--- config.mk ---
export PLATFORM = sky130hd
export DESIGN_NAME = jam_perm_ctrl
export DESIGN_NICKNAME = d
export VERILOG_FILES = /design/src/rtl/jam_pkg.sv /design/src/rtl/jam_next_perm.sv /design/src/rtl/jam_perm_ctrl.sv
export SDC_FILE = /design/constraint.sdc
export NUM_CORES = 1
export LEC_CHECK = 0
export CAP_MARGIN = 15
export CORE_ASPECT_RATIO = 2
export CORE_UTILIZATION = 55
export DETAILED_ROUTE_END_ITERATION = 10
export PLACE_DENSITY_LB_ADDON = 0.15
export SLEW_MARGIN = 20
export SYNTH_ARGS = -nofsm -noshare
export SYNTH_HDL_FRONTEND = slang
export SYNTH_SLANG_ARGS = --single-unit
--- constraint.sdc ---
create_clock -name CLK -period 11.05 [get_ports CLK]
set_clock_uncertainty 0.05 [all_clocks]
set_input_delay 3.315 -clock CLK [delete_from_list [all_inputs] [get_ports CLK]]
set_output_delay 3.315 -clock CLK [all_outputs]
set_load 0.1 [all_outputs]
--- src/rtl/jam_pkg.sv ---
// Shared sizing, FSM state encoding and permutation array type for the
// job-assignment permutation scheduler.
package jam_pkg;

   localparam int unsigned N  = 8;
   localparam int unsigned CW = 7;
   localparam int unsigned SW = 10;
   localparam int unsigned IW = $clog2(N);

   typedef logic [IW-1:0] idx_t;
   typedef idx_t [N-1:0]  perm_t;

   typedef enum logic [2:0] {IDLE, FETCH, DRAIN, OUT, NEXT, DONE} state_t;

   function automatic perm_t identity_perm();
      perm_t v;
      for (int unsigned m = 0; m < N; m++) v[idx_t'(m)] = idx_t'(m);
      return v;
   endfunction

endpackage

--- src/rtl/jam_next_perm.sv ---
// Combinational next-lexicographic-permutation step; o_is_last flags a fully
// descending input (no successor exists).
module jam_next_perm
   import jam_pkg::*;
(
   input  perm_t i_p,
   output perm_t o_next_p,
   output logic  o_is_last
);

   idx_t  w_i;
   idx_t  w_j;
   logic  w_found;
   perm_t w_swp;

   always_comb begin
      w_found = 1'b0;
      w_i     = '0;
      w_j     = '0;
      for (int unsigned m = 0; m < N - 1; m++) begin
         if (i_p[idx_t'(m)] < i_p[idx_t'(m + 1)]) begin
            w_found = 1'b1;
            w_i     = idx_t'(m);
         end
      end
      for (int unsigned m = 0; m < N; m++) begin
         if ((idx_t'(m) > w_i) && (i_p[idx_t'(m)] > i_p[w_i])) w_j = idx_t'(m);
      end

      w_swp      = i_p;
      w_swp[w_i] = i_p[w_j];
      w_swp[w_j] = i_p[w_i];

      // Tail after the pivot is reversed: entry m takes entry N+i-m.
      o_next_p = w_swp;
      for (int unsigned m = 0; m < N; m++) begin
         if (idx_t'(m) > w_i)
            o_next_p[idx_t'(m)] = w_swp[idx_t'(N - 1 - m) + w_i + idx_t'(1)];
      end
      o_is_last = !w_found;
   end

endmodule

--- src/rtl/jam_perm_ctrl.sv ---
// Permutation scheduler: walks all N! job assignments, sums ROM costs and
// hands each total downstream. Define JAM_PERM_IDX_EN to add the perm_idx port.
module jam_perm_ctrl
   import jam_pkg::*;
(
   input  logic          CLK,
   input  logic          RST_N,
   input  logic          start,
   output logic [IW-1:0] W,
   output logic [IW-1:0] J,
   input  logic [CW-1:0] Cost,
   output logic [SW-1:0] perm_sum,
   output logic          sum_valid,
   input  logic          sum_ready,
   output logic          busy,
   output logic          done
`ifdef JAM_PERM_IDX_EN
   ,
   output logic [15:0]   perm_idx
`endif
);

   state_t        r_state;
   state_t        w_state_nxt;
   perm_t         r_p;
   perm_t         w_next_p;
   logic          w_is_last;
   idx_t          r_k;
   idx_t          w_k_inc;
   logic          w_last_k;
   logic [SW-1:0] r_acc;
   logic [SW-1:0] w_acc_add;
   idx_t          r_w;
   idx_t          r_j;
   logic [SW-1:0] r_sum;
   logic          r_sum_valid;
   logic          r_busy;
   logic          r_done;
   logic          w_hs;

   jam_next_perm u_next_perm (
      .i_p       (r_p),
      .o_next_p  (w_next_p),
      .o_is_last (w_is_last)
   );

   assign w_hs      = r_sum_valid & sum_ready;
   assign w_k_inc   = r_k + idx_t'(1);
   assign w_last_k  = (r_k == idx_t'(N - 1));
   assign w_acc_add = r_acc + SW'(Cost);

   always_comb begin
      w_state_nxt = r_state;
      case (r_state)
         IDLE:    if (start) w_state_nxt = FETCH;
         FETCH:   if (w_last_k) w_state_nxt = DRAIN;
         DRAIN:   w_state_nxt = OUT;
         OUT:     if (w_hs) w_state_nxt = w_is_last ? DONE : NEXT;
         NEXT:    w_state_nxt = FETCH;
         DONE:    w_state_nxt = IDLE;
         default: w_state_nxt = IDLE;
      endcase
   end

   always_ff @(posedge CLK or negedge RST_N) begin
      if (!RST_N) r_state <= IDLE;
      else        r_state <= w_state_nxt;
   end

   // Cost arrives one cycle after its address, so FETCH adds the previous
   // address's cost and DRAIN picks up the final one.
   always_ff @(posedge CLK or negedge RST_N) begin
      if (!RST_N) begin
         r_p         <= identity_perm();
         r_k         <= '0;
         r_acc       <= '0;
         r_w         <= '0;
         r_j         <= '0;
         r_sum       <= '0;
         r_sum_valid <= 1'b0;
         r_busy      <= 1'b0;
         r_done      <= 1'b0;
      end else begin
         r_done <= 1'b0;
         case (r_state)
            IDLE: begin
               if (start) begin
                  r_p    <= identity_perm();
                  r_k    <= '0;
                  r_acc  <= '0;
                  r_w    <= '0;
                  r_j    <= '0;
                  r_busy <= 1'b1;
               end
            end
            FETCH: begin
               if (r_k != '0) r_acc <= w_acc_add;
               if (!w_last_k) begin
                  r_k <= w_k_inc;
                  r_w <= w_k_inc;
                  r_j <= r_p[w_k_inc];
               end
            end
            DRAIN: begin
               r_acc       <= w_acc_add;
               r_sum       <= w_acc_add;
               r_sum_valid <= 1'b1;
            end
            OUT: begin
               if (w_hs) begin
                  r_sum_valid <= 1'b0;
                  if (w_is_last) begin
                     r_busy <= 1'b0;
                     r_done <= 1'b1;
                  end
               end
            end
            NEXT: begin
               r_p   <= w_next_p;
               r_acc <= '0;
               r_k   <= '0;
               r_w   <= '0;
               r_j   <= w_next_p[0];
            end
            default: ;
         endcase
      end
   end

   assign W         = r_w;
   assign J         = r_j;
   assign perm_sum  = r_sum;
   assign sum_valid = r_sum_valid;
   assign busy      = r_busy;
   assign done      = r_done;

`ifdef JAM_PERM_IDX_EN
   logic [15:0] r_idx;

   always_ff @(posedge CLK or negedge RST_N) begin
      if (!RST_N)                          r_idx <= '0;
      else if ((r_state == IDLE) && start) r_idx <= '0;
      else if ((r_state == OUT) && w_hs)   r_idx <= r_idx + 16'd1;
   end

   assign perm_idx = r_idx;
`endif

endmodule
== Yosys cells after proc, flatten, opt, wreduce, memory -nomap -nowiden ==
Cells that the tools add are included.
Widths: inputs -> output; s select.

* Output and inout bits: 19
* Input port bits: 11
* Register bits: 56
* Word-level logic and storage cells: 181

* Magnitude comparators: 35
* Reductions and logical operators: 22
* Add/sub/neg operators: 16
* Equality and inequality tests: 11
* Multiplexer cells: 80
* Bitwise gates (word level): 1

{| class="wikitable"
|+ Operators by type and width
! kind !! number
|-
| $mux 3 || 34
|-
| $bmux 3 s3 || 11
|-
| $bwmux 24 || 2
|-
| $pmux 24 s2 || 1
|-
| $lt 3x4->1 const B || 11
|-
| $pmux 10 s4 || 1
|-
| $add 3x1->3 const B || 8
|-
| $mux 24 || 1
|-
| $gt 3x3->1 || 7
|-
| $lt 3x3->1 || 7
|-
| $mux 10 || 2
|-
| $demux 3 s3 || 2
|-
| $pmux 3 s3 || 2
|-
| $mux 1 || 17
|-
| $pmux 3 s5 || 1
|-
| $add 3x3->3 const A || 4
|-
| $gt 3x3->1 const A || 4
|-
| $ne 2x2->1 const B || 6
|-
| $add 10x7->10 || 1
|-
| $logic_and 1x1->1 || 9
|-
| $reduce_and 3->1 || 3
|-
| $mux 2 || 4
|-
| $add 2x3->3 const A || 2
|-
| $eq 3x2->1 const B || 2
|-
| 14 further kinds || 23
|}

== Depth between registers and ports, before layout ==
Gate-level depths: netlist (run 1).

* Word-level depth: 27
* Depth in mapped cells: 31

== Hierarchy ==
Synthesis (run 1) repeated with hierarchy kept, for this count alone.

* Cell total of the unflattened synthesis: 851
* Area, all modules: 6995.5 sq um

{| class="wikitable"
|+ Modules (own cells, without submodules)
! module !! seq. area each (sq um) !! area each (sq um) !! times used !! cells each
|-
| jam_next_perm || 0.0 || 4330.4 || 1 || 619
|-
| jam_perm_ctrl || 1416.4 || 2665.1 || 1 || 232
|}

== Worst setup path after synthesis (run 1) ==
Ideal clock, no wire load.

* Path kind: reg2reg
* Start point: register r_p[19] (netlist bit)
* End point: register r_p[3] (netlist bit)
* Buffers on the path: 4
* Required time: 10.906 ns
* Setup slack: 5.004 ns
* Data arrival time: 5.902 ns
* Period minus slack after synthesis: 6.046 ns
* Cell stages (with the launch flop): 28
* Path through: dfstp_2 clkbuf_1 inv_1 ha_1 nand2_1 o21a_4 a211o_1 nand2_2 clkbuf_1 a211oi_1 o31ai_1 clkbuf_1 ha_1 nand2_1 nor2_1 nand2_1 a21oi_1 o32a_1 o21ai_2 a22oi_4 and4bb_1 buf_2 a221o_1 a311oi_4 a21oi_1 a21oi_1 a211oi_1 a311oi_1

* Word-level cells in the longest chain between the ends: 23
* Elaborated cells on any way between the ends: 54

{| class="wikitable"
|+ RTL lines
! item !! RTL line !! RTL
|-
| start, declared || jam_perm_ctrl.sv:25 || <nowiki>perm_t r_p;</nowiki>
|-
| start signal, assigned || jam_perm_ctrl.sv:74 || <nowiki>r_p <= identity_perm();</nowiki>
|-
| start signal, assigned || jam_perm_ctrl.sv:88 || <nowiki>r_p <= identity_perm();</nowiki>
|-
| start signal, assigned || jam_perm_ctrl.sv:119 || <nowiki>r_p <= w_next_p;</nowiki>
|-
| $lt 3x3->1 || jam_next_perm.sv:21 || <nowiki>if (i_p[idx_t'(m)] < i_p[idx_t'(m + 1)]) begin</nowiki>
|-
| $mux 3 (2 in series) || jam_next_perm.sv:21 ||
|-
| $bmux 3 s3 || - ||
|-
| $mux 3 (not written as such) || jam_next_perm.sv:27, jam_next_perm.sv:32 ||
|-
| $gt 3x3->1 || jam_next_perm.sv:27 || <nowiki>if ((idx_t'(m) > w_i) && (i_p[idx_t'(m)] > i_p[w_i])) w_j = idx_t'(m);</nowiki>
|-
| $logic_and 1x1->1 || jam_next_perm.sv:27 ||
|-
| $mux 1 || jam_next_perm.sv:27 ||
|-
| $mux 2 (2 in series) || jam_next_perm.sv:27 ||
|-
| (+5 left out) || - ||
|-
| $logic_and 1x1->1 (not written as such) || jam_next_perm.sv:32 || <nowiki>w_swp[w_j] = i_p[w_i];</nowiki>
|-
| $mux 3 (not written as such) || jam_next_perm.sv:32 ||
|-
| $demux 3 s3 || - ||
|-
| $bwmux 24 || jam_next_perm.sv:32 ||
|-
| $bmux 3 s3 || jam_next_perm.sv:38 || <nowiki>o_next_p[idx_t'(m)] = w_swp[idx_t'(N - 1 - m) + w_i + idx_t'(1)];</nowiki>
|-
| $mux 3 (not written as such) || jam_next_perm.sv:38 ||
|-
| $mux 3 * || jam_next_perm.sv:37 || <nowiki>if (idx_t'(m) > w_i)</nowiki>
|-
| $pmux 24 s2 * || jam_perm_ctrl.sv:85 || <nowiki>case (r_state)</nowiki>
|}

Mark *: on every way between the ends. The rest lies on a longest branch, timed or not. The select of a mux whose other input is x is not followed.
A chain may end at the register's enable or synchronous reset.

== Final worst setup path (run 1) ==
* Start point: register r_p[7] (netlist bit)
* End point: register r_j[1] (netlist: J[1])

* Word-level cells in the longest chain between the ends: 27
* Elaborated cells on any way between the ends: 62

{| class="wikitable"
|+ RTL lines
! item !! RTL line !! RTL
|-
| $lt 3x3->1 || jam_next_perm.sv:21 ||
|-
| $mux 1 || jam_next_perm.sv:21 ||
|-
| $mux 2 (2 in series) || jam_next_perm.sv:21 ||
|-
| $mux 3 (3 in series) || jam_next_perm.sv:21 ||
|-
| $bmux 3 s3 || - ||
|-
| $mux 3 (not written as such) || jam_next_perm.sv:27, jam_next_perm.sv:32 ||
|-
| $gt 3x3->1 || jam_next_perm.sv:27 ||
|-
| $logic_and 1x1->1 || jam_next_perm.sv:27 ||
|-
| (+8 left out) || - ||
|-
| $logic_and 1x1->1 (not written as such) || jam_next_perm.sv:32 ||
|-
| $mux 3 (not written as such) || jam_next_perm.sv:32 ||
|-
| $demux 3 s3 || - ||
|-
| $bwmux 24 || jam_next_perm.sv:32 ||
|-
| $bmux 3 s3 || jam_next_perm.sv:38 ||
|-
| $mux 3 (not written as such) || jam_next_perm.sv:38 ||
|-
| $mux 3 || jam_next_perm.sv:37 ||
|-
| $pmux 3 s3 * || jam_perm_ctrl.sv:85 ||
|-
| end signal, assigned || jam_perm_ctrl.sv:101 || <nowiki>r_j <= r_p[w_k_inc];</nowiki>
|-
| end signal, assigned || jam_perm_ctrl.sv:123 || <nowiki>r_j <= w_next_p[0];</nowiki>
|-
| end, declared || jam_perm_ctrl.sv:34 || <nowiki>idx_t r_j;</nowiki>
|}

Marks and branches as above.

==> results of run 1 <==
-- registers in the layout, indices dropped and copies added (netlist names) --
signal / count
J: 3
W: 3
busy: 1
done: 1
perm_sum: 10
r_acc: 10
r_p: 24
r_state: 3
sum_valid: 1
-- kinds of logic (layout without fill, tap and decap cells) --
logic type	Yosys count	in the layout	share of synthesized area, %
AO/OA/AOI/OAI	291	291	29.9
multiplexers	80	80	14.0
flip-flops	56	56	21.1
buffers and inverters	90	92	5.40
AND/OR/NAND/NOR	273	273	19.5
XOR/XNOR	9	9	1.18
adder cells (fa/ha/maj)	47	47	8.89
-- placed cells by master, fill, tap and decap left out, drive strengths merged, types with 12 or more instances in the layout --
cell           synthesis  final
o31ai                 12     12
a21o                  12     12
a31oi                 19     19
nand2                 94     94
inv                   43     44
o21ai                 59     59
nor3                  23     23
a21oi                 68     68
clkdlybuf4s50          0     28
nand3                 20     20
ha                    46     46
mux2                  17     17
a211oi                18     18
o22ai                 14     14
dfstp                 12     12
buf                   15     13
nor2b                 12     12
nor2                  80     80
mux2i                 55     55
dfrtp                 44     44
-- metal layers --
layer	up-vias	part of all wire, %	routed length (um)
met3	246	9.7	2790
li1	3169	-	-
met1	3416	31	9010
met5	-	0	0
met2	568	46	13400
met4	0	12	3570
-- worst paths after layout --
kind | startpoint | end | slack [ps]
max in group asynchronous | RST_N | r_p[13] | 7340
min in group asynchronous | RST_N | r_p[11] | 3080
setup reg to reg | r_p[7] | J[1] | 1920
hold reg to reg | perm_sum[0] | perm_sum[0] | 460
hold / removal | perm_sum[0] | perm_sum[0] | 460
setup / recovery | r_p[7] | J[1] | 1920
-- metrics by stage --
stage	instances	utilization [%]	setup WS, ps
after floorplan	846	-	5000
final	993	61.2	1920
after detailed placement	985	60.0	2180
after CTS	993	61.2	2140
after global routing	993	61.2	1500
after global placement	985	60.0	2420
-- final cells by class --
type                    instances  area (sq um)
multi-input cells             700          4930
fillers                      1107          4560
flip-flops and latches         56          1420
repair buffers                 41           375
well taps                     145           181
inverters                      43           161
clock buffers                   5           125
clock inverters                 3          21.3
-- worst reg2reg max path, cell delays in order (launching register included) --
cell and delay [ps]:
dfstp_2 690, inv_1 220, ha_1 230, a21o_1 170, a31oi_1 510, a211o_1 320, nand2_2 420, inv_2 830
mux2_2 440, mux2i_1 470, inv_1 500, ha_1 490, a31oi_1 240, a31oi_1 110, a2111oi_0 580, a21oi_2 200
and4bb_1 860, mux2i_1 390, mux2i_1 140, a31oi_1 250, o22ai_1 130, a211oi_1 610, o22a_1 240
==> results.ini, run 1 <==
[global_routing]
antenna_found_initial=0
use_met1_pct=47.5
grt_overflow=0
track_usage_pct=48.1
grt.busiest_layer=met2
grt_pass1_wl_um=43700
grt_pass1_vias=7478
grt_use_met2_pct=76.7
grt_start_max_net_pins=57
gr-usage-met3_pct=15.7

[timing]
worst_pin_slew_ps=1170
rsz0062_at_grt=no
tns_ps=0
maxSlewHeadroom_pct=21.0
clock.fmax_mhz=109
hold_viol_final=0
finalCriticalPeriod_ps=9130
finalMaxSlewViolations=0
min_period_over_period_pct=82.7
holdWs_ps=464
finalSetupViolations=0

[worst_setup_path]
cp-end-kind=flop
crit_buf_inv=3
cp_slowest_cell=and4bb_1
critPathRequiredTime_ps=11250
crit_chain=inv_1, ha_1, a21o_1, a31oi_1, a211o_1, nand2_2, inv_2, mux2_2, mux2i_1, inv_1, ha_1, a31oi_1, a31oi_1, a2111oi_0, a21oi_2, and4bb_1, mux2i_1, mux2i_1, a31oi_1, o22ai_1, a211oi_1, o22a_1
cp_max_fo=38
critPathMaxStageDelay_ps=860
reg2reg_depth=22
critPathKind=reg2reg
cp.arrival_ps=9340
path_common_cell=a31oi_1
path_depth=22
critical_path.startpoint_type=flop
cp_top_family=compound AO/OA/AOI/OAI gates

[synth]
synth_fp_nets=904
yosysMostFrequentCell=nand2_1
yosysSeqAreaShare_pct=21.1
synth.avg_cell_area_sq_um=7.92
synth_top_area_share_pct=16.4
async_flop_share_pct=100
netlist_top_cells_count=nand2_1, nor2_1, a21oi_1
synth_edf_count=0
netlist_instances=846
syn_area_sq_mm=0.00670
ys_ff_latch=56
yosys_most_used_dff=dfrtp_1
netlist-cell-type-count=92
yosysWarnings=0
synth_largest_area_cell=dfrtp_1
synthTopCellsByArea=dfrtp_1, ha_1, mux2i_1

[die]
start_util_pct=56.9
ios=30
core_area_sq_mm=0.0118
fp.dieW_um=80.0
rows=56
dieHeight_um=158
dieArea_sq_mm=0.0126

[drt]
drt-initial-drc-count=976
ant_nets=0
wl_per_cell_um=28.9
via_count=7399
avgViaCountPerCell=7.45
firstDrtPassIters=6
routed_wl_um=28700
drc=0

[job]
drv_cap=0

[place]
hpwl_um=21200
portBuffers=29
place_congestion=1.09
place_area_sq_mm=0.00706

[cts]
clkLatencyLatePin_ps=320
hold_buffers=0
clockBufferDepth=2
htreeDepth=2
postCtsSetupBuffers=0
clk_root_buffer_cell=clkbuf_16
cts_resized=0
tritoncts=done
cts_inserted_buffers=5
clkSinkCount=56
cts.clk_slew.worst_paths_ps=80

[worst_hold_path]
hold_path.class=reg2reg
hold_depth=1

[cells_and_area]
final_nets=905
synthToLayoutAreaGrowth_pct=7.64
drive_above_1_share_pct=11.2
stdcell_area_sq_mm=0.00721
diodes=0

[run_status]
status=complete, no violations

Power of run 1 is left out: the tool's default activity adds up to more than one toggle a clock period on the data nets, which glitch-free logic cannot reach.
==> run 2, diff against run 1 <==
==> constraint.sdc (replaced) <==
create_clock -name CLK -period 9.1 [get_ports CLK]
set_clock_uncertainty 0.05 [all_clocks]
set_input_delay 2.73 -clock CLK [delete_from_list [all_inputs] [get_ports CLK]]
set_output_delay 2.73 -clock CLK [all_outputs]
set_load 0.1 [all_outputs]
==> results.ini, run 2 (synthesis gave the netlist of run 1 again) <==
[worst_hold_path]
hold_path.class=reg2reg
hold_start=r_acc[2]

[cells_and_area]
largest_reg_flops=24
final_nets=908
synthToLayoutAreaGrowth_pct=7.96
mostFrequentLayoutCell=nand2_1
stdcell_area_sq_mm=0.00723
drive_above_1_share_pct=11.4
regMostFlops=r_p
final_cell_mix=nand2_1, nor2_1, a21oi_1, mux2i_1, ha_1
diodes=0

[drt]
top_layer=met5
routed_wl_um=29000
wl_met1_um=8790
drt-initial-drc-count=1009
avgViaCountPerCell=7.52
via_count=7487
firstDrtPassIters=10
wl_per_cell_um=29.1
drc=0
dr_wl_met3_um=3430
wl_met2_um=13100
ant_nets=0

[worst_setup_path]
critical_path.startpoint_type=flop
cp_max_fo=22
r2r-start=r_p[7]
critPathKind=reg2reg
critPathMaxStageDelay_ps=690
worstSetupStartpoint=r_p[7]
cp_slowest_cell=dfstp_2
crit_chain=inv_1, ha_1, a21o_1, a31oi_1, a211o_1, nand2_2, inv_2, buf_4, nand2_1, o211ai_1, nand3_1, o31ai_2, buf_4, ha_1, a311oi_1, nor2_1, a21oi_2, and4bb_1, a221o_1, a311oi_4, a221oi_1, nand3_1, o2111ai_1, nand2_1
cp-end-kind=flop
critPathRequiredTime_ps=9280
cp.arrival_ps=8080

[timing]
setup_slack_ps=1210
tns_ps=0
min_period_over_period_pct=86.7
worst_pin_slew_ps=1160
rsz0062_at_grt=no
finalMaxSlewViolations=0
finalCriticalPeriod_ps=7890
maxSlewHeadroom_pct=22.2
finalSetupViolations=0
hold_viol_final=0
clock.fmax_mhz=127

[global_routing]
grt_pass1_wl_um=44000
grt_pass1_vias=7556
antenna_found_initial=1
track_usage_pct=48.3
grt_overflow=0
grt_start_max_net_pins=57

[cts]
cts_inserted_buffers=5
tritoncts=done
cts.clk_slew.worst_paths_ps=80
clkSinkCount=56
hold_buffers=0
clkLatencyLatePin_ps=300
cts_resized=0
htreeDepth=2
postCtsSetupBuffers=0
clockBufferDepth=2
clk_root_buffer_cell=clkbuf_16

[place]
pre_cts_slack_ps=1810
hpwl_um=21200
portBuffers=29
place_area_sq_mm=0.00709
place_congestion=1.13

[die]
rows=56
ios=30
dieHeight_um=158
fp.dieW_um=80.0
core_area_sq_mm=0.0118
start_util_pct=56.9
dieArea_sq_mm=0.0126

[run_status]
status=complete, no violations

[job]
drv_cap=0

## run 2: per-stage QoR
step	utilization, %	hold slack [ps]	instances
6_report	61.4	460	996
5_1_grt	61.4	485	996
4_1_cts	61.4	467	996
3_5_place_dp	60.2	449	988
3_3_place_gp	60.2	419	988
2_1_floorplan	-	403	846
## run 2: layout make-up
cell class | count | area, sq um
inverter | 43 | 161
multi-input combinational | 700 | 4930
timing repair buffer | 44 | 398
fill | 1069 | 4540
clock buffer | 6 | 129
tap | 145 | 181
clock inverter | 2 | 16.3
sequential | 56 | 1420
## run 2: final timing paths
path | end | slack (ps) | depth (start not counted)
max | J[0] | 1210 | 24
min | r_acc[2] | 460 | 2
max reg2reg | J[0] | 1210 | 24
min reg2reg | r_acc[2] | 460 | 2
max in group asynchronous | r_p[16] | 5990 | 2
min in group asynchronous | W[0] | 2510 | 2
## run 2: routing by layer
metal	track usage (%)	vias up
met1	46.8	3532
met4	45.7	2
met5	0	-
met3	18.3	240
li1	-	3165
met2	77.0	548
## run 2: critical path, delay by kind of cell, from the launching register on
| family | cells | cell delay (ps) |
|---|---|---|
| flops | 1 | 690 |
| simple gates | 7 | 1120 |
| fa+ha+maj | 2 | 550 |
| compound gates | 11 | 4030 |
| buf+inv | 4 | 1330 |
Power of run 2 is left out for the same reason.
